--- src/rtl/pulse_count_run_ctrl.sv ---
// Run sequencer for the diff-trigger pulse counter: arms the counter, collects
// per-window results onto a valid/ready port and keeps saturating run totals.
module pulse_count_run_ctrl #(
    parameter int COUNTER_WIDTH = 16,
    parameter int TOTAL_WIDTH   = 32,
    parameter int SETTLE_CYCLES = 4
) (
    input  logic                     clk,
    input  logic                     rst_n,
    input  logic                     start,
    input  logic                     abort,
    input  logic [15:0]              cfg_window_cycles,
    input  logic [15:0]              cfg_num_windows,
    output logic                     cnt_enable,
    output logic [15:0]              cnt_window_cycles,
    input  logic                     cnt_count_valid,
    input  logic [COUNTER_WIDTH-1:0] cnt_pulse_count,
    input  logic [COUNTER_WIDTH-1:0] cnt_pileup_count,
    output logic                     res_valid,
    input  logic                     res_ready,
    output logic [15:0]              res_index,
    output logic [COUNTER_WIDTH-1:0] res_pulse,
    output logic [COUNTER_WIDTH-1:0] res_pileup,
    output logic [TOTAL_WIDTH-1:0]   total_pulse,
    output logic [TOTAL_WIDTH-1:0]   total_pileup,
    output logic                     busy,
    output logic                     done,
    output logic                     aborted,
    output logic                     overrun,
    output logic                     sat,
    output logic                     cfg_err
);

    localparam int SW = (SETTLE_CYCLES < 1) ? 1 : $clog2(SETTLE_CYCLES + 1);

    typedef enum logic [2:0] {
        S_IDLE,
        S_ARM,
        S_RUN,
        S_DRAIN,
        S_DONE
    } state_t;

    state_t                 state;
    logic [15:0]            num_windows;
    logic [15:0]            win_cnt;
    logic [SW-1:0]          settle_cnt;
    logic [TOTAL_WIDTH:0]   pulse_sum;
    logic [TOTAL_WIDTH:0]   pileup_sum;
    logic                   capture;
    logic                   accept;
    logic                   last_window;

    // MSB of the result flags that the total clamped at all-ones.
    function automatic logic [TOTAL_WIDTH:0] sat_add(
        input logic [TOTAL_WIDTH-1:0]   acc,
        input logic [COUNTER_WIDTH-1:0] inc
    );
        logic [TOTAL_WIDTH:0] s;
        s = {1'b0, acc} + (TOTAL_WIDTH + 1)'(inc);
        if (s[TOTAL_WIDTH])
            s = {1'b1, {TOTAL_WIDTH{1'b1}}};
        return s;
    endfunction

    assign capture     = (state == S_RUN) && cnt_count_valid;
    assign accept      = res_valid && res_ready;
    assign last_window = (win_cnt == num_windows - 16'd1);
    assign pulse_sum   = sat_add(total_pulse, cnt_pulse_count);
    assign pileup_sum  = sat_add(total_pileup, cnt_pileup_count);

    always_ff @(posedge clk) begin
        if (!rst_n) begin
            state             <= S_IDLE;
            num_windows       <= '0;
            win_cnt           <= '0;
            settle_cnt        <= '0;
            cnt_enable        <= 1'b0;
            cnt_window_cycles <= '0;
            res_valid         <= 1'b0;
            res_index         <= '0;
            res_pulse         <= '0;
            res_pileup        <= '0;
            total_pulse       <= '0;
            total_pileup      <= '0;
            busy              <= 1'b0;
            done              <= 1'b0;
            aborted           <= 1'b0;
            overrun           <= 1'b0;
            sat               <= 1'b0;
            cfg_err           <= 1'b0;
        end else begin
            done    <= 1'b0;
            cfg_err <= 1'b0;

            // A landing result wins over a same-cycle accept; it only counts
            // as an overrun when the previous one is still unread.
            if (capture) begin
                res_pulse    <= cnt_pulse_count;
                res_pileup   <= cnt_pileup_count;
                res_index    <= win_cnt;
                res_valid    <= 1'b1;
                total_pulse  <= pulse_sum[TOTAL_WIDTH-1:0];
                total_pileup <= pileup_sum[TOTAL_WIDTH-1:0];
                win_cnt      <= win_cnt + 16'd1;
                if (pulse_sum[TOTAL_WIDTH] || pileup_sum[TOTAL_WIDTH])
                    sat <= 1'b1;
                if (res_valid && !res_ready)
                    overrun <= 1'b1;
            end else if (accept) begin
                res_valid <= 1'b0;
            end

            case (state)
                S_IDLE: begin
                    if (start) begin
                        if (cfg_window_cycles != 16'd0 && cfg_num_windows != 16'd0) begin
                            cnt_window_cycles <= cfg_window_cycles;
                            num_windows       <= cfg_num_windows;
                            total_pulse       <= '0;
                            total_pileup      <= '0;
                            win_cnt           <= '0;
                            aborted           <= 1'b0;
                            overrun           <= 1'b0;
                            sat               <= 1'b0;
                            busy              <= 1'b1;
                            state             <= S_ARM;
                        end else begin
                            cfg_err <= 1'b1;
                        end
                    end
                end
                S_ARM: begin
                    if (abort) begin
                        aborted    <= 1'b1;
                        settle_cnt <= '0;
                        state      <= S_DRAIN;
                    end else begin
                        cnt_enable <= 1'b1;
                        state      <= S_RUN;
                    end
                end
                S_RUN: begin
                    if (abort || (capture && last_window)) begin
                        cnt_enable <= 1'b0;
                        settle_cnt <= '0;
                        state      <= S_DRAIN;
                        if (abort)
                            aborted <= 1'b1;
                    end
                end
                S_DRAIN: begin
                    // Let the counter pipeline flush, then wait for the last result to be read.
                    if (settle_cnt != SW'(SETTLE_CYCLES)) begin
                        settle_cnt <= settle_cnt + 1'b1;
                    end else if (!res_valid) begin
                        busy  <= 1'b0;
                        done  <= 1'b1;
                        state <= S_DONE;
                    end
                end
                S_DONE: begin
                    state <= S_IDLE;
                end
                default: begin
                    state <= S_IDLE;
                end
            endcase
        end
    end

endmodule

--- config.mk ---
export PLATFORM = sky130hd
export DESIGN_NAME = pulse_count_run_ctrl
export DESIGN_NICKNAME = d
export VERILOG_FILES = /design/src/rtl/pulse_count_run_ctrl.sv
export SDC_FILE = /design/constraint.sdc
export NUM_CORES = 1
export LEC_CHECK = 0
export ABC_AREA = 1
export CELL_PAD_IN_SITES_DETAIL_PLACEMENT = 0
export CELL_PAD_IN_SITES_GLOBAL_PLACEMENT = 2
export CORE_MARGIN = 3
export CORE_UTILIZATION = 30
export DETAILED_ROUTE_END_ITERATION = 6
export GPL_ROUTABILITY_DRIVEN = 1
export PLACE_DENSITY_LB_ADDON = 0.1
export SLEW_MARGIN = 20
export SYNTH_ARGS = -nofsm -noshare
export SYNTH_HDL_FRONTEND = slang
export SYNTH_SLANG_ARGS = --single-unit
--- constraint.sdc ---
create_clock -name clk -period 7.3 [get_ports clk]
set_clock_uncertainty 0.15 [all_clocks]
set_input_delay 2.19 -clock clk [delete_from_list [all_inputs] [get_ports clk]]
set_output_delay 2.19 -clock clk [all_outputs]
set_load 0.1 [all_outputs]
==> results_dict.tcl <==
set metrics [dict create \
    gr-total-overflow 0 \
    drt_pass1_iterations 5 \
    reg2reg_from "total_pileup[0]" \
    tritoncts "done" \
    synth-main-ff-cell "dfxtp_1" \
    grt_max_degree 60 \
    nFillCells 3349 \
    finalPower_mw 3.96 \
    drt-initial-drc-count 455 \
    die_w_um 185 \
    ctsLongestPathBuffers 2 \
    core_area_mm2 0.0310 \
    synthesis.nets 1488 \
    async_flop_share_pct 0 \
    tightest_slew_ns 1.08 \
    grt_pass1_wl_um 49900 \
    final_hold_viol_count 0 \
    setup_viol 0 \
    first_global_vias 9351 \
    p_leak_nw 5.23 \
    slew_headroom_pct 27.6 \
    rrSetupSlack_ns 4.47 \
    ys_seq_area_share_pct 36.4 \
    cp.arrival_ns 5.13 \
    io_buffers 205 \
    h-tree-depth 4 \
    synth.area.top_cells "dfxtp_1 (36%), nand2_1 (12%), nor2_1 (7.3%), o21ai_0 (5.9%), a21oi_1 (5.5%)" \
    synthDominantCellAreaShare_pct 36.4 \
    yosysTopAreaCell "dfxtp_1" \
    cp-start-kind "input pin" \
    tns_ns 0 \
    postCtsSetupBuffers 0 \
    cts_buffers 17 \
    cts_resized 0 \
    rsz0062_at_grt "no" \
    synth_seq_cells 174 \
    io_pins 206 \
    finalMaxSlewViolations 0 \
    synthDistinctLibCells 50 \
    drive_gt1_share_pct 6.39 \
    hpwl_um 22700 \
    synth_area_mm2 0.00958 \
    routed_wl_um 31000 \
    vias 9372 \
    synth-edff-count 0 \
    status "complete, no violations" \
    ant_nets 0 \
    cp_max_fo 46 \
    clk_pin_slew_ns 0.07 \
    drc 0 \
    multi_input_area_mm2 0.00537 \
    crit_start "cfg_num_windows[15]" \
    worstSetupPathType "input pin to flip-flop" \
    initial_core_util_pct 30.9 \
    hold_class "flip-flop to flip-flop" \
    drv_cap 0 \
    crit_path_end "total_pileup[14]" \
    worstRegToRegCells 10 \
    fin_nets 1676 \
    viasPerCell 4.74 \
    synth_commonest_cells "nand2_1 (303), nor2_1 (185), dfxtp_1 (174), inv_1 (128), o21ai_0 (112)" \
    synth_cells 1380 \
    hold_depth 2 \
    layout.cells.non_filler 1977 \
    die_area_mm2 0.0341 \
    clk_latency_ns 0.44 \
    num_rows 64 \
    endpoint_kind "flip-flop" \
    antenna_found_initial 0 \
    utilization_pct 40.5 \
    cts_sinks 174 \
    diodes 0 \
    r2r_end "total_pileup[19]" \
    fmax_ghz 0.204 \
    root_buffer "clkbuf_16" \
    die_h_um 185 \
    synth.most_common_cell "nand2_1" \
    syn_avg_cell_area_um2 6.94 \
    track_usage_pct 18.4 \
    cellPowerDensity_mw_per_mm2 315 \
    final.min_clock_period_ns 4.91 \
    dp.cells 1945 \
    period_share_pct 67.2 \
    whs_ns 0.313 \
    routedWlPerCell_um 15.7 \
    seqCellArea_mm2 0.00348 \
    worst-endpoint-required_ns 7.52 \
    ir_drop_v 0.000170 \
    area_growth_pct 31.1 \
    postCtsHoldBufs 0 \
    yosys_warnings 0 \
    routabilityCongestion 0.875 \
]
metrics by stage:
| stage | area, µm² | setup slack (ns) |
|---|---|---|
| 2_1_floorplan | 9580 | 3.22 |
| 3_3_place_gp | 12000 | 1.99 |
| 3_5_place_dp | 12000 | 1.88 |
| 4_1_cts | 12600 | 2.35 |
| 5_1_grt | 12600 | 2.08 |
| 6_report | 12600 | 2.39 |
where the power goes:
part	internal, mW	switching (mW)	total (mW)
logic	0.476	1.38	1.86
clock network	0.504	0.416	0.920
registers	1.08	0.0943	1.18
worst min path at each step:
stage                     startpoint               endpoint
5_1_grt         cnt_window_cycles[7]   cnt_window_cycles[7]
2_1_floorplan        num_windows[14]        num_windows[14]
4_1_cts         cnt_window_cycles[0]   cnt_window_cycles[0]
6_report        cnt_window_cycles[7]   cnt_window_cycles[7]
3_3_place_gp   cnt_window_cycles[15]  cnt_window_cycles[15]
3_5_place_dp    cnt_window_cycles[0]   cnt_window_cycles[0]
cell families (layout without fill, tap and decap cells):
| group | after synthesis | after routing | synth area share [%] |
|---|---|---|---|
| and+or+nand+nor | 657 | 657 | 29.9 |
| AOI/OAI and AO/OA | 277 | 277 | 16.3 |
| buffers and inverters | 183 | 384 | 7.58 |
| DFF | 174 | 174 | 36.4 |
| xor gates and xnor gates | 51 | 51 | 4.66 |
| adders and majority gates | 38 | 38 | 5.12 |
critical path, cell delays in order:
cell             delay (ns)
clkdlybuf4s50_1        0.45
nor4_1                 0.53
nand4_1                0.27
nand4_1                0.19
nand2_2                0.05
buf_4                  0.30
inv_2                  0.73
o21ai_0                0.25
a21oi_2                0.16
placed cells by master, fill, tap and decap left out, drive strengths merged:
| cell | n |
|---|---|
| and2 | 2 |
| buf | 9 |
| a21boi | 1 |
| clkinvlp | 5 |
| a211oi | 4 |
| clkinv | 6 |
| a21oi | 116 |
| o211a | 2 |
| o211ai | 2 |
| a21o | 5 |
| o2111ai | 1 |
| nand2 | 310 |
| clkbuf | 18 |
| bufinv | 2 |
| nor4 | 14 |
| nor3 | 24 |
| o21ai | 117 |
| nand4 | 23 |
| clkdlybuf4s50 | 204 |
| ha | 36 |
| or2 | 2 |
| xor2 | 28 |
| nor2 | 199 |
| xnor2 | 23 |
| o21a | 2 |
| dfxtp | 174 |
| fa | 2 |
| inv | 140 |
| o21bai | 10 |
| nand3b | 7 |
| a31oi | 9 |
| nand3 | 76 |
| o221ai | 8 |
area by class of cell:
class,instances,share of cell area (%)
Inverter,139,4.16
Multi-Input combinational cell,1023,42.8
Clock inverter,14,1.15
Tap cell,396,3.95
Sequential cell,174,27.8
Clock buffer,18,3.42
Timing Repair Buffer,213,16.8
layer usage:
metal	track usage, %	up-vias	part of all wire [%]
met3	3.83	21	3.5
met5	0	-	0
li1	-	4919	-
met4	3.87	0	0.86
met1	25.0	4277	50
met2	30.3	155	46
registers in the layout, summed over array words and instances (netlist names):
signal / count
aborted: 1
num_windows: 16
total_pileup: 32
busy: 1
res_index: 16
cnt_enable: 1
win_cnt: 16
res_pileup: 16
cnt_window_cycles: 16
res_pulse: 16
cfg_err: 1
overrun: 1
done: 1
res_valid: 1
total_pulse: 32
state: 3
sat: 1
settle_cnt: 3
Power figures use the tool's default switching activity.
